$ cat src/rtl/cpu_run_sequencer_if.sv
// Control and loader bus between the run sequencer and its surroundings
// (UART loader/sender, instruction memory, CPU pipeline, status).
interface cpu_run_sequencer_if;
    logic        start;
    logic        uart_wr_en;
    logic [15:0] uart_addr;
    logic [31:0] uart_wdata;
    logic        recv_done;
    logic        send_done;
    logic [31:0] id_inst;
    logic        id_valid;
    logic        imem_wr_en;
    logic [15:0] imem_addr;
    logic [31:0] imem_wdata;
    logic        cpu_reset;
    logic        cpu_hold;
    logic        dump_req;
    logic [2:0]  state;
    logic [15:0] words_loaded;
    logic [31:0] run_cycles;
    logic        done;
    logic        fault;

    // Environment side: drives commands, loader traffic and pipeline view.
    modport master (
        output start, uart_wr_en, uart_addr, uart_wdata, recv_done, send_done,
               id_inst, id_valid,
        input  imem_wr_en, imem_addr, imem_wdata, cpu_reset, cpu_hold, dump_req,
               state, words_loaded, run_cycles, done, fault
    );

    // Sequencer side.
    modport slave (
        input  start, uart_wr_en, uart_addr, uart_wdata, recv_done, send_done,
               id_inst, id_valid,
        output imem_wr_en, imem_addr, imem_wdata, cpu_reset, cpu_hold, dump_req,
               state, words_loaded, run_cycles, done, fault
    );
endinterface

$ cat src/rtl/cpu_run_sequencer.sv
// Run controller for the pipelined CPU: load over UART, run, drain the
// pipeline after a halt instruction, then trigger the UART result dump.
//
//   state  | meaning
//   -------+-----------------------------------------------------------
//   IDLE   | waiting for start, CPU held in reset
//   LOAD   | UART writes pass through to instruction memory
//   RUN    | CPU released, watching IF/ID for the halt instruction
//   DRAIN  | CPU frozen while EX, MEM and WB retire
//   DUMP   | result dump requested, waiting for the sender to finish
//   DONE   | program finished and results sent
//   FAULT  | empty load or watchdog expiry
module cpu_run_sequencer #(
    parameter logic [31:0] HALT_INST      = 32'hFC00_0000,
    parameter int unsigned DRAIN_CYCLES   = 3,
    parameter logic [31:0] MAX_RUN_CYCLES = 32'd50_000_000
) (
    input logic                 clk,
    input logic                 reset,
    cpu_run_sequencer_if.slave  bus
);
    typedef enum logic [2:0] {
        IDLE  = 3'd0,
        LOAD  = 3'd1,
        RUN   = 3'd2,
        DRAIN = 3'd3,
        DUMP  = 3'd4,
        DONE  = 3'd5,
        FAULT = 3'd6
    } state_t;

    // Down-counter reload: terminal count 0 is the last DRAIN cycle.
    localparam logic [7:0] DRAIN_RELOAD = 8'(DRAIN_CYCLES - 1);

    state_t      state_q, state_d;
    logic        recv_prev, send_prev;
    logic        recv_rise, send_rise;
    logic        halt_seen;
    logic        cpu_reset;
    logic [7:0]  drain_cnt;
    logic [15:0] words_loaded;
    logic [31:0] run_cycles;
    logic        done_q, fault_q, dump_req_q;

    assign recv_rise = bus.recv_done & ~recv_prev;
    assign send_rise = bus.send_done & ~send_prev;
    assign cpu_reset = !(state_q == RUN || state_q == DRAIN);
    assign halt_seen = (bus.id_inst == HALT_INST) && bus.id_valid && !cpu_reset;

    assign bus.imem_wr_en   = bus.uart_wr_en && (state_q == LOAD);
    assign bus.imem_addr    = bus.uart_addr;
    assign bus.imem_wdata   = bus.uart_wdata;
    assign bus.cpu_reset    = cpu_reset;
    assign bus.cpu_hold     = (state_q == DRAIN) || (state_q == DUMP) || (state_q == DONE);
    assign bus.dump_req     = dump_req_q;
    assign bus.state        = state_q;
    assign bus.words_loaded = words_loaded;
    assign bus.run_cycles   = run_cycles;
    assign bus.done         = done_q;
    assign bus.fault        = fault_q;

    // State register, edge-detect history and registered status flags.
    always_ff @(posedge clk) begin
        if (reset) begin
            state_q    <= IDLE;
            recv_prev  <= 1'b0;
            send_prev  <= 1'b0;
            done_q     <= 1'b0;
            fault_q    <= 1'b0;
            dump_req_q <= 1'b0;
        end else begin
            state_q    <= state_d;
            recv_prev  <= bus.recv_done;
            send_prev  <= bus.send_done;
            done_q     <= (state_d == DONE);
            fault_q    <= (state_d == FAULT);
            dump_req_q <= (state_d == DUMP) && (state_q != DUMP);
        end
    end

    // Next-state decode; halt wins over the watchdog in the same cycle.
    always_comb begin
        state_d = state_q;
        case (state_q)
            IDLE, DONE, FAULT: if (bus.start) state_d = LOAD;
            LOAD:  if (recv_rise) state_d = (words_loaded != 16'd0) ? RUN : FAULT;
            RUN: begin
                if (halt_seen)                              state_d = DRAIN;
                else if (run_cycles == MAX_RUN_CYCLES - 1) state_d = FAULT;
            end
            DRAIN: if (drain_cnt == 8'd0) state_d = DUMP;
            DUMP:  if (send_rise) state_d = DONE;
            default: state_d = IDLE;
        endcase
    end

    // Load word count, run-cycle count and drain down-counter.
    always_ff @(posedge clk) begin
        if (reset) begin
            words_loaded <= 16'd0;
            run_cycles   <= 32'd0;
            drain_cnt    <= 8'd0;
        end else if (state_d == LOAD && state_q != LOAD) begin
            words_loaded <= 16'd0;
            run_cycles   <= 32'd0;
            drain_cnt    <= 8'd0;
        end else begin
            if (state_q == LOAD && bus.uart_wr_en && words_loaded != 16'hFFFF)
                words_loaded <= words_loaded + 16'd1;
            if (state_q == RUN)
                run_cycles <= run_cycles + 32'd1;
            if (state_d == DRAIN && state_q != DRAIN)
                drain_cnt <= DRAIN_RELOAD;
            else if (state_q == DRAIN && drain_cnt != 8'd0)
                drain_cnt <= drain_cnt - 8'd1;
        end
    end
endmodule

$ cat src/flat_wrapper.sv
// flat-port wrapper written by rule: the top's interface ports become plain ports
module cpu_run_sequencer_flat 
#(
    parameter logic [31:0] HALT_INST      = 32'hFC00_0000,
    parameter int unsigned DRAIN_CYCLES   = 3,
    parameter logic [31:0] MAX_RUN_CYCLES = 32'd50_000_000
)
  (clk, reset, bus_start, bus_uart_wr_en, bus_uart_addr, bus_uart_wdata, bus_recv_done, bus_send_done, bus_id_inst, bus_id_valid, bus_imem_wr_en, bus_imem_addr, bus_imem_wdata, bus_cpu_reset, bus_cpu_hold, bus_dump_req, bus_state, bus_words_loaded, bus_run_cycles, bus_done, bus_fault);
  cpu_run_sequencer_if bus_i ();
  input logic clk;
  input logic reset;
  input wire logic [$bits(bus_i.start)-1:0] bus_start;
  input wire logic [$bits(bus_i.uart_wr_en)-1:0] bus_uart_wr_en;
  input wire logic [$bits(bus_i.uart_addr)-1:0] bus_uart_addr;
  input wire logic [$bits(bus_i.uart_wdata)-1:0] bus_uart_wdata;
  input wire logic [$bits(bus_i.recv_done)-1:0] bus_recv_done;
  input wire logic [$bits(bus_i.send_done)-1:0] bus_send_done;
  input wire logic [$bits(bus_i.id_inst)-1:0] bus_id_inst;
  input wire logic [$bits(bus_i.id_valid)-1:0] bus_id_valid;
  output wire logic [$bits(bus_i.imem_wr_en)-1:0] bus_imem_wr_en;
  output wire logic [$bits(bus_i.imem_addr)-1:0] bus_imem_addr;
  output wire logic [$bits(bus_i.imem_wdata)-1:0] bus_imem_wdata;
  output wire logic [$bits(bus_i.cpu_reset)-1:0] bus_cpu_reset;
  output wire logic [$bits(bus_i.cpu_hold)-1:0] bus_cpu_hold;
  output wire logic [$bits(bus_i.dump_req)-1:0] bus_dump_req;
  output wire logic [$bits(bus_i.state)-1:0] bus_state;
  output wire logic [$bits(bus_i.words_loaded)-1:0] bus_words_loaded;
  output wire logic [$bits(bus_i.run_cycles)-1:0] bus_run_cycles;
  output wire logic [$bits(bus_i.done)-1:0] bus_done;
  output wire logic [$bits(bus_i.fault)-1:0] bus_fault;
  assign bus_i.start = bus_start;
  assign bus_i.uart_wr_en = bus_uart_wr_en;
  assign bus_i.uart_addr = bus_uart_addr;
  assign bus_i.uart_wdata = bus_uart_wdata;
  assign bus_i.recv_done = bus_recv_done;
  assign bus_i.send_done = bus_send_done;
  assign bus_i.id_inst = bus_id_inst;
  assign bus_i.id_valid = bus_id_valid;
  assign bus_imem_wr_en = bus_i.imem_wr_en;
  assign bus_imem_addr = bus_i.imem_addr;
  assign bus_imem_wdata = bus_i.imem_wdata;
  assign bus_cpu_reset = bus_i.cpu_reset;
  assign bus_cpu_hold = bus_i.cpu_hold;
  assign bus_dump_req = bus_i.dump_req;
  assign bus_state = bus_i.state;
  assign bus_words_loaded = bus_i.words_loaded;
  assign bus_run_cycles = bus_i.run_cycles;
  assign bus_done = bus_i.done;
  assign bus_fault = bus_i.fault;
  cpu_run_sequencer #(.HALT_INST(HALT_INST), .DRAIN_CYCLES(DRAIN_CYCLES), .MAX_RUN_CYCLES(MAX_RUN_CYCLES)) u_core (.clk(clk), .reset(reset), .bus(bus_i));
endmodule
$ cat config.mk
export PLATFORM = sky130hd
export DESIGN_NAME = cpu_run_sequencer_flat
export DESIGN_NICKNAME = d
export VERILOG_FILES = /design/src/rtl/cpu_run_sequencer_if.sv /design/src/rtl/cpu_run_sequencer.sv /design/src/flat_wrapper.sv
export SDC_FILE = /design/constraint.sdc
export NUM_CORES = 1
export LEC_CHECK = 0
export ABC_AREA = 1
export CORE_AREA = 2 2 107 109
export DETAILED_ROUTE_END_ITERATION = 8
export DIE_AREA = 0 0 109 111
export DONT_BUFFER_PORTS = 1
export SLEW_MARGIN = 40
export SYNTH_ARGS = -nofsm -noshare
export SYNTH_HDL_FRONTEND = slang
export SYNTH_SLANG_ARGS = --single-unit
$ cat constraint.sdc
create_clock -name clk -period 2.05 [get_ports clk]
set_input_delay 0.5125 -clock clk [delete_from_list [all_inputs] [get_ports clk]]
set_output_delay 0.5125 -clock clk [all_outputs]
set_load 0.05 [all_outputs]
# Word-level counts from Yosys, hierarchy flattened

Cells that the tools add are included.

Register bits: 64
Input port bits: 87
Output and inout bits: 105
Word-level logic and storage cells: 64

Add/sub/neg operators: 3
Eq/ne operators: 17
Mux-type cells: 10
Bitwise operators: 4
Reductions and logical operators: 20

Operator list:

| kind                                              | count |
|---|---|
| adder 32 x 1 -> 32 bit (second input constant)    | 1 |
| == test 32 x 26 -> 1 bit (second input constant)  | 1 |
| == test 32 bit (second input constant)            | 1 |
| two-way mux 3 bit                                 | 7 |
| == test 3 bit (second input constant)             | 6 |
| adder 16 x 1 -> 16 bit (second input constant)    | 1 |
| != test 16 bit (second input constant)            | 1 |
| nonzero test 16 bit                               | 1 |
| one-hot mux 3 bit (5 select lines)                | 1 |
| == test 3 x 2 -> 1 bit (second input constant)    | 3 |
| logical AND 1 bit                                 | 8 |
| zero test 8 bit                                   | 1 |
| nonzero test 8 bit                                | 1 |
| subtractor 8 x 1 -> 8 bit (second input constant) | 1 |
| == test 3 x 1 -> 1 bit (second input constant)    | 2 |
| OR reduction 3 bit                                | 2 |
| two-way mux 2 bit                                 | 2 |
| zero test 3 bit                                   | 1 |
| logical OR 1 bit                                  | 3 |
| != test 3 x 1 -> 1 bit (second input constant)    | 1 |
| != test 3 x 2 -> 1 bit (second input constant)    | 1 |
| != test 3 bit (second input constant)             | 1 |
| AND 1 bit                                         | 2 |
| inverter 1 bit                                    | 2 |
| other kinds (3)                                   | 3 |

# Logic depth before layout (Yosys ltp)

Gate-level depths: netlist of the first run.

Word-level depth: 8
Gate-level depth with buffers: 12

# Worst setup path after synthesis of the first run

No wires, ideal clock.

Kind: reg-to-reg
From: register u_core.state_q[0], in the netlist u_core.bus.state[0]
To: register u_core.words_loaded[15], in the netlist u_core.bus.words_loaded[15]
Arrival time: 2.235 ns
Required time: 1.935 ns
Path slack: -0.300 ns
Stages on the path, launching flop included: 11
Period minus slack after synthesis: 2.350 ns
Cell sequence: dfxtp_1 -> inv_2 -> nor2_4 -> nand2_1 -> nor2_2 -> nand2_2 -> inv_2 -> buf_4 -> nor2_1 -> a21oi_1 -> nor2_1

Elaborated cells on any way between the ends: 23
Classes of those cells: 8 x eq/ne; 7 x mux; 8 x reduce/logical

RTL lines:

| element                | line                     | RTL |
|---|---|---|
| start, declared        | cpu_run_sequencer.sv:35  | `state_t state_q, state_d;` |
| start signal, assigned | cpu_run_sequencer.sv:72  | `state_q <= state_d;` |
| == test 3 x 1 -> 1 bit | -                        |  |
| logical AND 1 bit      | -                        |  |
| via bus_imem_wr_en     | flat_wrapper.sv:20       | `output wire logic [$bits(bus_i.imem_wr_en)-1:0] bus_imem_wr_en;` |
| logical AND 1 bit      | cpu_run_sequencer.sv:108 | `if (state_q == LOAD && bus.uart_wr_en && words_loaded != 16'hFFFF)` |
| end signal, assigned   | cpu_run_sequencer.sv:109 | `words_loaded <= words_loaded + 16'd1;` |
| end, declared          | cpu_run_sequencer.sv:41  | `logic [15:0] words_loaded;` |

The timed path passes the listed nets, and every way through them passes these cells.
A chain may end at the register's enable or synchronous reset.

# Worst setup path in the final report of the first run

From: register u_core.state_q[1], in the netlist u_core.bus.state[1]
To: output port bus_imem_wr_en

Cells in the longest elaborated chain, start to end: 2

RTL lines:

| element                | line                    | RTL |
|---|---|---|
| == test 3 x 1 -> 1 bit | cpu_run_sequencer.sv:50 | `assign bus.imem_wr_en = bus.uart_wr_en && (state_q == LOAD);` |
| logical AND 1 bit      | cpu_run_sequencer.sv:50 |  |
| end, declared          | flat_wrapper.sv:20      |  |

Every way passes these cells.

==> results of run 1 <==
## cell type report
cell class | count | share of cell area [%]
sequential | 64 | 26.7
inverter | 80 | 6.22
clock inverter | 4 | 0.570
clock buffer | 12 | 5.52
timing repair buffer | 61 | 10.3
multi-input combinational | 455 | 47.1
tap | 143 | 3.71
## critical path, delay by kind of cell (launching register included)
kind / cells / cell delay (ns)
buffers and inverters: 2 / 0.37
flip-flops: 1 / 0.34
AND/OR/NAND/NOR: 3 / 0.41
## layer usage
layer | routed length [um] | global-route usage [%] | up-vias
li1 | - | - | 2021
met1 | 4610 | 22.1 | 1827
met2 | 4980 | 29.3 | 147
met3 | 841 | 6.41 | 24
met4 | 228 | 5.81 | 0
met5 | 0 | 0 | -
## what timing repair did
item                       CTS  global route
setup buffers                0             1
setup endpoints to repair    0            12
resized for setup            0             6
## how the worst max path moves through the flow
| stage | from | end | slack (ns) |
|---|---|---|---|
| after floorplan | u_core.bus.run_cycles[0] | u_core.bus.run_cycles[26] | 0.00007 |
| after global placement | bus_id_inst[1] | u_core.bus.words_loaded[1] | 0.19 |
| after detailed placement | bus_id_inst[1] | u_core.bus.words_loaded[15] | 0.1 |
| after CTS | u_core.bus.state[1] | bus_imem_wr_en | 0.04 |
| after global routing | u_core.bus.run_cycles[0] | u_core.bus.run_cycles[13] | 0.004 |
| final | u_core.bus.state[1] | bus_imem_wr_en | 0.1 |
## sequential cells by signal, indices dropped and copies added (netlist names)
signal                   flops
u_core.bus.state             3
u_core.bus.run_cycles       32
u_core.bus.dump_req          1
u_core.recv_prev             1
u_core.bus.done              1
u_core.bus.fault             1
u_core.bus.words_loaded     16
u_core.drain_cnt             8
u_core.send_prev             1
## metrics by stage
step                      cells  worst slack [ns]  power (mW)  instance area, um2  util, %
after floorplan             655         0.0000691        2.47                4260        -
final                       819            0.0979        3.99                4830     43.6
after global placement      802             0.186        2.52                4510     40.7
after CTS                   818            0.0444        4.03                4800     43.4
after global routing        819           0.00383        4.21                4830     43.6
after detailed placement    802            0.0960        2.54                4510     40.7
## placed cells by master, fill, tap and decap left out, types with 4 or more instances in the layout
| cell type | Yosys | layout |
|---|---|---|
| a21boi_0 | 4 | 4 |
| a21oi_1 | 10 | 9 |
| buf_4 | 49 | 58 |
| clkbuf_16 | 0 | 9 |
| dfxtp_1 | 64 | 59 |
| dfxtp_2 | 0 | 5 |
| inv_1 | 75 | 75 |
| mux2i_1 | 6 | 6 |
| nand2_1 | 126 | 126 |
| nand3_1 | 34 | 34 |
| nand3b_1 | 4 | 4 |
| nand4_1 | 16 | 16 |
| nor2_1 | 163 | 162 |
| nor2_2 | 5 | 4 |
| nor3_1 | 16 | 16 |
| o21ai_0 | 11 | 11 |
| xnor2_1 | 14 | 14 |
| xor2_1 | 29 | 29 |
## power breakdown
| group | total, mW | internal, mW | switching, mW | leakage [nW] |
|---|---|---|---|---|
| combinational | 1.13 | 0.344 | 0.791 | 1.26 |
| sequential | 1.38 | 1.30 | 0.0857 | 0.519 |
| clock | 1.48 | 0.914 | 0.562 | 0.137 |
## kinds of logic (layout without fill, tap and decap cells)
kind of cell             after synthesis  in the layout  synth area share (%)
AND/OR/NAND/NOR                      376            376                  38.2
buffers and inverters                136            157                  16.8
flip-flops                            64             64                  30.1
XOR/XNOR                              43             43                  8.86
AO/OA/AOI/OAI                         26             26                  3.39
multiplexers                           6              6                  1.41
adder cells (fa/ha/maj)                4              4                  1.18
==> flow_summary.toml, run 1 <==
[status]
status = "complete, no violations"

[clock_tree]
clock_latency_ns = 0.33
clkTransAtPathRegs_ns = 0.05
numCtsBuffers = 9
cts_tree = "done"
clock-root-buffer = "clkbuf_16"
cts_buffer_depth = 2
cts.sinks = 64
hold_buffers = 0
htreeDepth = 3

[route]
drt_iter0_drc = 170
dr.pass1.iters = 4
dr_total_vias = 4019
post_drt_wl_per_cell_um = 13.0
drt.antenna.violating_nets = 0
drt-total-wl_mm = 10.7
vias_per_cell = 4.91
drc = 0

[global_routing]
grt_max_degree = 34
grtUsageTotal_pct = 18.1
grt_pass1_vias = 3736
antenna_found_initial = 0
grt_overflow = 0
grt_pass1_wl_mm = 17.5

[floorplan]
core_area_um2 = 11100
rows = 39
die_x_um = 109
fp.dieH_um = 111
start_util_pct = 38.4
dieArea_um2 = 12100
pin_count = 192

[logic_synthesis]
synth.top_cell.area_share_pct = 30.1
synthArstFlopShare_pct = 0
synth_top_cell_by_area = "dfxtp_1"
synth-seq-cells = 64
ys.flop_type = "dfxtp_1"
synth_edf_count = 0
syn_inst = 655
synth_area_um2 = 4250
yosysMostFrequentCell = "nor2_1"
synthesis.nets = 746
syn_area_per_cell_um2 = 6.49
ys_top_cells_by_count = "163 x nor2_1, 126 x nand2_1, 75 x inv_1"
yosysSeqAreaShare_pct = 30.1
yosys_warnings = 0
synthDistinctLibCells = 31
synth.area.top_cells = "dfxtp_1 30%, nor2_1 14%, nand2_1 11%, buf_4 8.7%, inv_1 6.6%"

[critical_path]
r2r_start = "u_core.bus.run_cycles[0]"
crit_path_max_incr_delay_ns = 0.34
end_kind = "primary output"
cp-start-kind = "register"
worstPathArrival_ns = 1.44
r2r-end = "u_core.bus.run_cycles[13]"
r2r_slack_ns = 0.17
reg2regPathDepth = 8
crit_chain = "buf_4 > nor2_4 > nand2_1 > nor2_4 > buf_4"
crit_type = "reg -> out"
slowest_stage = "dfxtp_2"
critPathRequiredTime_ns = 1.54
critical_path.max_fanout = 5

[sta]
timing.final.crit_share_pct = 95.2
slew_viol_final = 0
whs_ns = 0.239
slew_headroom_pct = 62.2
fin_skew_ns = 0.00985
max_freq_ghz = 0.512
tns_ns = 0
worst_pin_slew_ns = 0.562
min_period_ns = 1.95
rsz0062_at_grt = "false"
setup_violations = 0
hold_viol = 0

[min_path]
holdPathStages = 1
hold_path_class = "in -> reg"
min_from = "reset"
min_to = "u_core.bus.state[0]"

[layout]
antennaDiodeCount = 0
drive_gt1_share_pct = 15.4
area_growth_pct = 13.6
seqCellArea_um2 = 1290
fillers = 1145
nNetsFinal = 762
multi_input_area_um2 = 2270

[power_and_ir_drop]
p_leak_nw = 1.92
irDropWorstVdd_mv = 0.589
power_density_nw_per_um2 = 827

[placed_design]
post-dp-hpwl_mm = 8.41
gp_congestion = 0.862
port_buffers = 0

[flow_run]
max-cap-violations = 0
Note: power is estimated with default switching activity, not from simulation.
==> run 2: changes to the inputs <==
--- a/config.mk
+++ b/config.mk
@@ -6,11 +6,14 @@
 export NUM_CORES = 1
 export LEC_CHECK = 0
 export ABC_AREA = 1
+export CELL_PAD_IN_SITES_DETAIL_PLACEMENT = 0
+export CELL_PAD_IN_SITES_GLOBAL_PLACEMENT = 1
 export CORE_AREA = 2 2 107 109
 export DETAILED_ROUTE_END_ITERATION = 8
 export DIE_AREA = 0 0 109 111
 export DONT_BUFFER_PORTS = 1
-export SLEW_MARGIN = 40
+export PLACE_DENSITY_LB_ADDON = 0.1
+export SLEW_MARGIN = 20
 export SYNTH_ARGS = -nofsm -noshare
 export SYNTH_HDL_FRONTEND = slang
 export SYNTH_SLANG_ARGS = --single-unit
==> flow_summary.toml, run 2 (synthesis gave the netlist of run 1 again) <==
[placed_design]
postPlaceCellArea_um2 = 4510
post-dp-hpwl_mm = 8.77
port_buffers = 0
gp_congestion = 0.914

[power_and_ir_drop]
power_density_nw_per_um2 = 846
p_leak_nw = 1.92
irDropWorstVdd_mv = 0.756

[route]
vias_per_cell = 4.73
drc = 0
dr_total_vias = 3868
dr.pass1.iters = 4
drt.antenna.violating_nets = 0
drt_iter0_drc = 118
post_drt_wl_per_cell_um = 13.5
drt-total-wl_mm = 11.0

[critical_path]
critical_path.max_fanout = 6
crit_type = "reg -> out"
cp-start-kind = "register"
worstPathArrival_ns = 1.45
end_kind = "primary output"
critPathRequiredTime_ns = 1.54

[floorplan]
dieArea_um2 = 12100
fp.dieH_um = 111
start_util_pct = 38.4
rows = 39
die_x_um = 109
pin_count = 192
core_area_um2 = 11100

[min_path]
hold_path_class = "in -> reg"

[layout]
area_growth_pct = 13.7
final_cell_mix = "160 x nor2_1, 123 x nand2_1, 74 x inv_1"
largestRegisters = "u_core.bus.run_cycles (32), u_core.bus.words_loaded (16), u_core.drain_cnt (8)"
drive_gt1_share_pct = 15.7
antennaDiodeCount = 0
nNetsFinal = 761
largest_reg_flops = 32
top_register = "u_core.bus.run_cycles"
final_common_cell = "nor2_1"
final_area_um2 = 4830

[sta]
tns_ns = 0
slew_viol_final = 0
setup_violations = 0
rsz0062_at_grt = "false"
min_period_ns = 1.97
max_freq_ghz = 0.509
slew_headroom_pct = 66.1
fin_skew_ns = 0.00464
worst_pin_slew_ns = 0.508
timing.final.crit_share_pct = 95.9
hold_viol = 0

[clock_tree]
cts.sinks = 64
cts_tree = "done"
clkTransAtPathRegs_ns = 0.05
clock-root-buffer = "clkbuf_16"
postCtsResizedCells = 1
hold_buffers = 0
cts_buffer_depth = 2
postCtsSetupRepairBufs = 0
numCtsBuffers = 9
htreeDepth = 3
clock_latency_ns = 0.33

[flow_run]
max-cap-violations = 0

[global_routing]
grt_pass1_wl_mm = 18.4
grt_overflow = 0
grt_max_degree = 27
grtUsageTotal_pct = 19.2
antenna_found_initial = 0
grt_pass1_vias = 3950

[status]
status = "complete, no violations"
## run 2: final cells by class
class | count | area (um2)
Fill cell | 1193 | 6240
Inverter | 80 | 304
Sequential cell | 64 | 1290
Multi-Input combinational cell | 455 | 2280
Tap cell | 143 | 179
Clock buffer | 13 | 260
Clock inverter | 3 | 40.0
Timing Repair Buffer | 60 | 488
## run 2: report_power, final
part | leakage (nW) | switching [mW] | internal (mW)
Clock | 0.150 | 0.554 | 1.00
Sequential | 0.519 | 0.0873 | 1.30
Combinational | 1.26 | 0.793 | 0.355
## run 2: stage by stage
stage / instances / utilization [%] / total power [mW] / worst slack, ns / hold slack [ns]
5_1_grt: 818 / 43.6 / 4.31 / 0.0232 / 0.231
2_1_floorplan: 655 / - / 2.47 / 0.0000691 / 0.513
4_1_cts: 818 / 43.5 / 4.14 / 0.0174 / 0.224
3_3_place_gp: 802 / 40.7 / 2.55 / 0.171 / 0.527
6_report: 818 / 43.6 / 4.09 / 0.0837 / 0.235
3_5_place_dp: 802 / 40.7 / 2.55 / 0.130 / 0.539
## run 2: worst paths after layout
kind,from,end,slack [ns],cells after the start
hold / removal,reset,u_core.bus.state[0],0.24,1
setup reg to reg,u_core.bus.words_loaded[1],u_core.bus.words_loaded[5],0.24,10
setup / recovery,u_core.bus.state[1],bus_imem_wr_en,0.08,5
hold reg to reg,u_core.drain_cnt[7],u_core.drain_cnt[7],0.54,2
## run 2: per-layer routing
| metal | wire, um | part of all wire (%) | GRT usage (%) |
|---|---|---|---|
| met5 | 0 | 0 | 0 |
| met4 | 288 | 2.6 | 8.21 |
| met3 | 632 | 5.7 | 4.88 |
| met2 | 5160 | 47 | 31.8 |
| met1 | 4970 | 45 | 23.1 |
## run 2: critical path, stage by stage, from the launching register on
cell	delay, ns
dfxtp_2	0.34
buf_4	0.16
nor2_4	0.11
nand2_1	0.15
nor2_4	0.15
buf_4	0.21
==> run 3: changes to the inputs <==
--- a/config.mk
+++ b/config.mk
@@ -6,7 +6,7 @@
 export NUM_CORES = 1
 export LEC_CHECK = 0
 export ABC_AREA = 1
-export CELL_PAD_IN_SITES_DETAIL_PLACEMENT = 0
+export CELL_PAD_IN_SITES_DETAIL_PLACEMENT = 1
 export CELL_PAD_IN_SITES_GLOBAL_PLACEMENT = 1
 export CORE_AREA = 2 2 107 109
 export DETAILED_ROUTE_END_ITERATION = 8
==> flow_summary.toml, run 3 (synthesis gave the netlist of run 1 again) <==
[placed_design]
post-dp-hpwl_mm = 9.86
post-place-ws_ns = 0.0915
port_buffers = 0
gp_congestion = 0.914

[flow_run]
max-cap-violations = 0

[global_routing]
grt_pass1_vias = 4255
grtUsageTotal_pct = 21.2
grt_overflow = 0
antenna_found_initial = 0
grt_pass1_wl_mm = 20.4
grt_max_degree = 27

[critical_path]
crit_path_max_incr_delay_ns = 0.34
crit_family = "simple AND/OR/NAND/NOR gates"
critical_path.max_fanout = 6
critPathBufInv = 2
cpMostUsedCell = "nor2_4"
crit_chain = "buf_6 > nor2_4 > nand2_1 > nor2_4 > buf_4"
r2r-end = "u_core.bus.words_loaded[11]"
worstPathArrival_ns = 1.47
critPathRequiredTime_ns = 1.54
r2r_slack_ns = 0.20
reg2regPathDepth = 9
slowest_stage = "dfxtp_2"
crit_type = "reg -> out"
cp-start-kind = "register"
r2r_start = "u_core.bus.words_loaded[1]"
end_kind = "primary output"

[route]
drt.antenna.violating_nets = 0
wl_met1_mm = 5.37
met3WireLength_um = 561
highest_layer = "met4"
drt_iter0_drc = 149
dr_total_vias = 3998
drt-total-wl_mm = 12.3
vias_per_cell = 4.89
post_drt_wl_per_cell_um = 15.0
dr.pass1.iters = 4
dr_wl_met2_mm = 6.11
drc = 0

[layout]
drive_gt1_share_pct = 15.9
seqCellArea_um2 = 1290
antennaDiodeCount = 0
nNetsFinal = 761
utilization_pct = 43.7
area_growth_pct = 13.8
final_cell_mix = "161 x nor2_1, 123 x nand2_1, 74 x inv_1"
fillers = 1462
largest_reg_flops = 32
top_register = "u_core.bus.run_cycles"
largestRegisters = "u_core.bus.run_cycles (32), u_core.bus.words_loaded (16), u_core.drain_cnt (8)"
final_common_cell = "nor2_1"
multi_input_area_um2 = 2270

[sta]
layout_setup_ws_ns = 0.0645
slew_viol_final = 0
worst_pin_slew_ns = 0.514
setup_violations = 0
fin_skew_ns = 0.00815
whs_ns = 0.228
timing.final.crit_share_pct = 96.9
max_freq_ghz = 0.504
rsz0062_at_grt = "true"
min_period_ns = 1.99
slew_headroom_pct = 65.7
hold_viol = 0

[clock_tree]
clkTransAtPathRegs_ns = 0.06
clock_latency_ns = 0.34
cts_tree = "done"
cts_buffer_depth = 2
cts.sinks = 64
hold_buffers = 0
htreeDepth = 3
numCtsBuffers = 9
clock-root-buffer = "clkbuf_16"

[min_path]
min_to = "u_core.bus.state[0]"
hold_path_class = "in -> reg"
min_from = "reset"
holdPathStages = 1

[power_and_ir_drop]
power.total_mw = 4.11
irDropWorstVdd_mv = 0.518
p_leak_nw = 1.92
power_density_nw_per_um2 = 850

[floorplan]
pin_count = 192
core_area_um2 = 11100
rows = 39
dieArea_um2 = 12100
die_x_um = 109
fp.dieH_um = 111
start_util_pct = 38.4

[status]
status = "complete, no violations"
## run 3: what timing repair did
action / CTS / global route
endpoints found under the hold margin: 0 / 0
endpoints found under the setup margin: 1 / 40
resized for setup: 2 / 11
setup buffers: 0 / 0
gates cloned: 0 / 0
## run 3: cell type report
class	instances	share of cell area, %
timing repair buffer	60	10.2
inverter	80	6.34
multi-input combinational	455	47.0
clock buffer	9	4.66
sequential	64	26.6
clock inverter	7	1.50
tap	143	3.70
## run 3: where the power goes
group / total [mW] / switching (mW) / internal [mW]
Clock: 1.54 / 0.603 / 0.940
Sequential: 1.39 / 0.0934 / 1.30
Combinational: 1.18 / 0.815 / 0.362
Total: 4.11 / 1.51 / 2.60
## run 3: worst max-delay path by stage
stage                                         from                        end  depth (start not counted)  slack [ns]
after floorplan           u_core.bus.run_cycles[0]  u_core.bus.run_cycles[26]                          9     0.00007
after global placement    u_core.bus.run_cycles[0]        u_core.drain_cnt[6]                         11        0.17
after detailed placement  u_core.bus.run_cycles[1]        u_core.drain_cnt[5]                         11        0.09
after CTS                      u_core.bus.state[1]               bus_cpu_hold                          7       0.004
after global routing           u_core.bus.state[0]             bus_imem_wr_en                          5      -0.008
final                          u_core.bus.state[1]             bus_imem_wr_en                          5        0.06
## run 3: routing by layer
layer | up-vias | GRT usage, %
met5 | - | 0
met4 | 0 | 8.63
met3 | 20 | 4.35
met2 | 96 | 36.8
met1 | 1873 | 25.2
li1 | 2009 | -
## run 3: through the flow
stage | cells | setup TNS [ns] | cell area (um2)
6_report | 818 | 0 | 4840
3_3_place_gp | 802 | 0 | 4510
4_1_cts | 818 | 0 | 4810
3_5_place_dp | 802 | 0 | 4510
2_1_floorplan | 655 | 0 | 4260
5_1_grt | 818 | -0.00773 | 4840
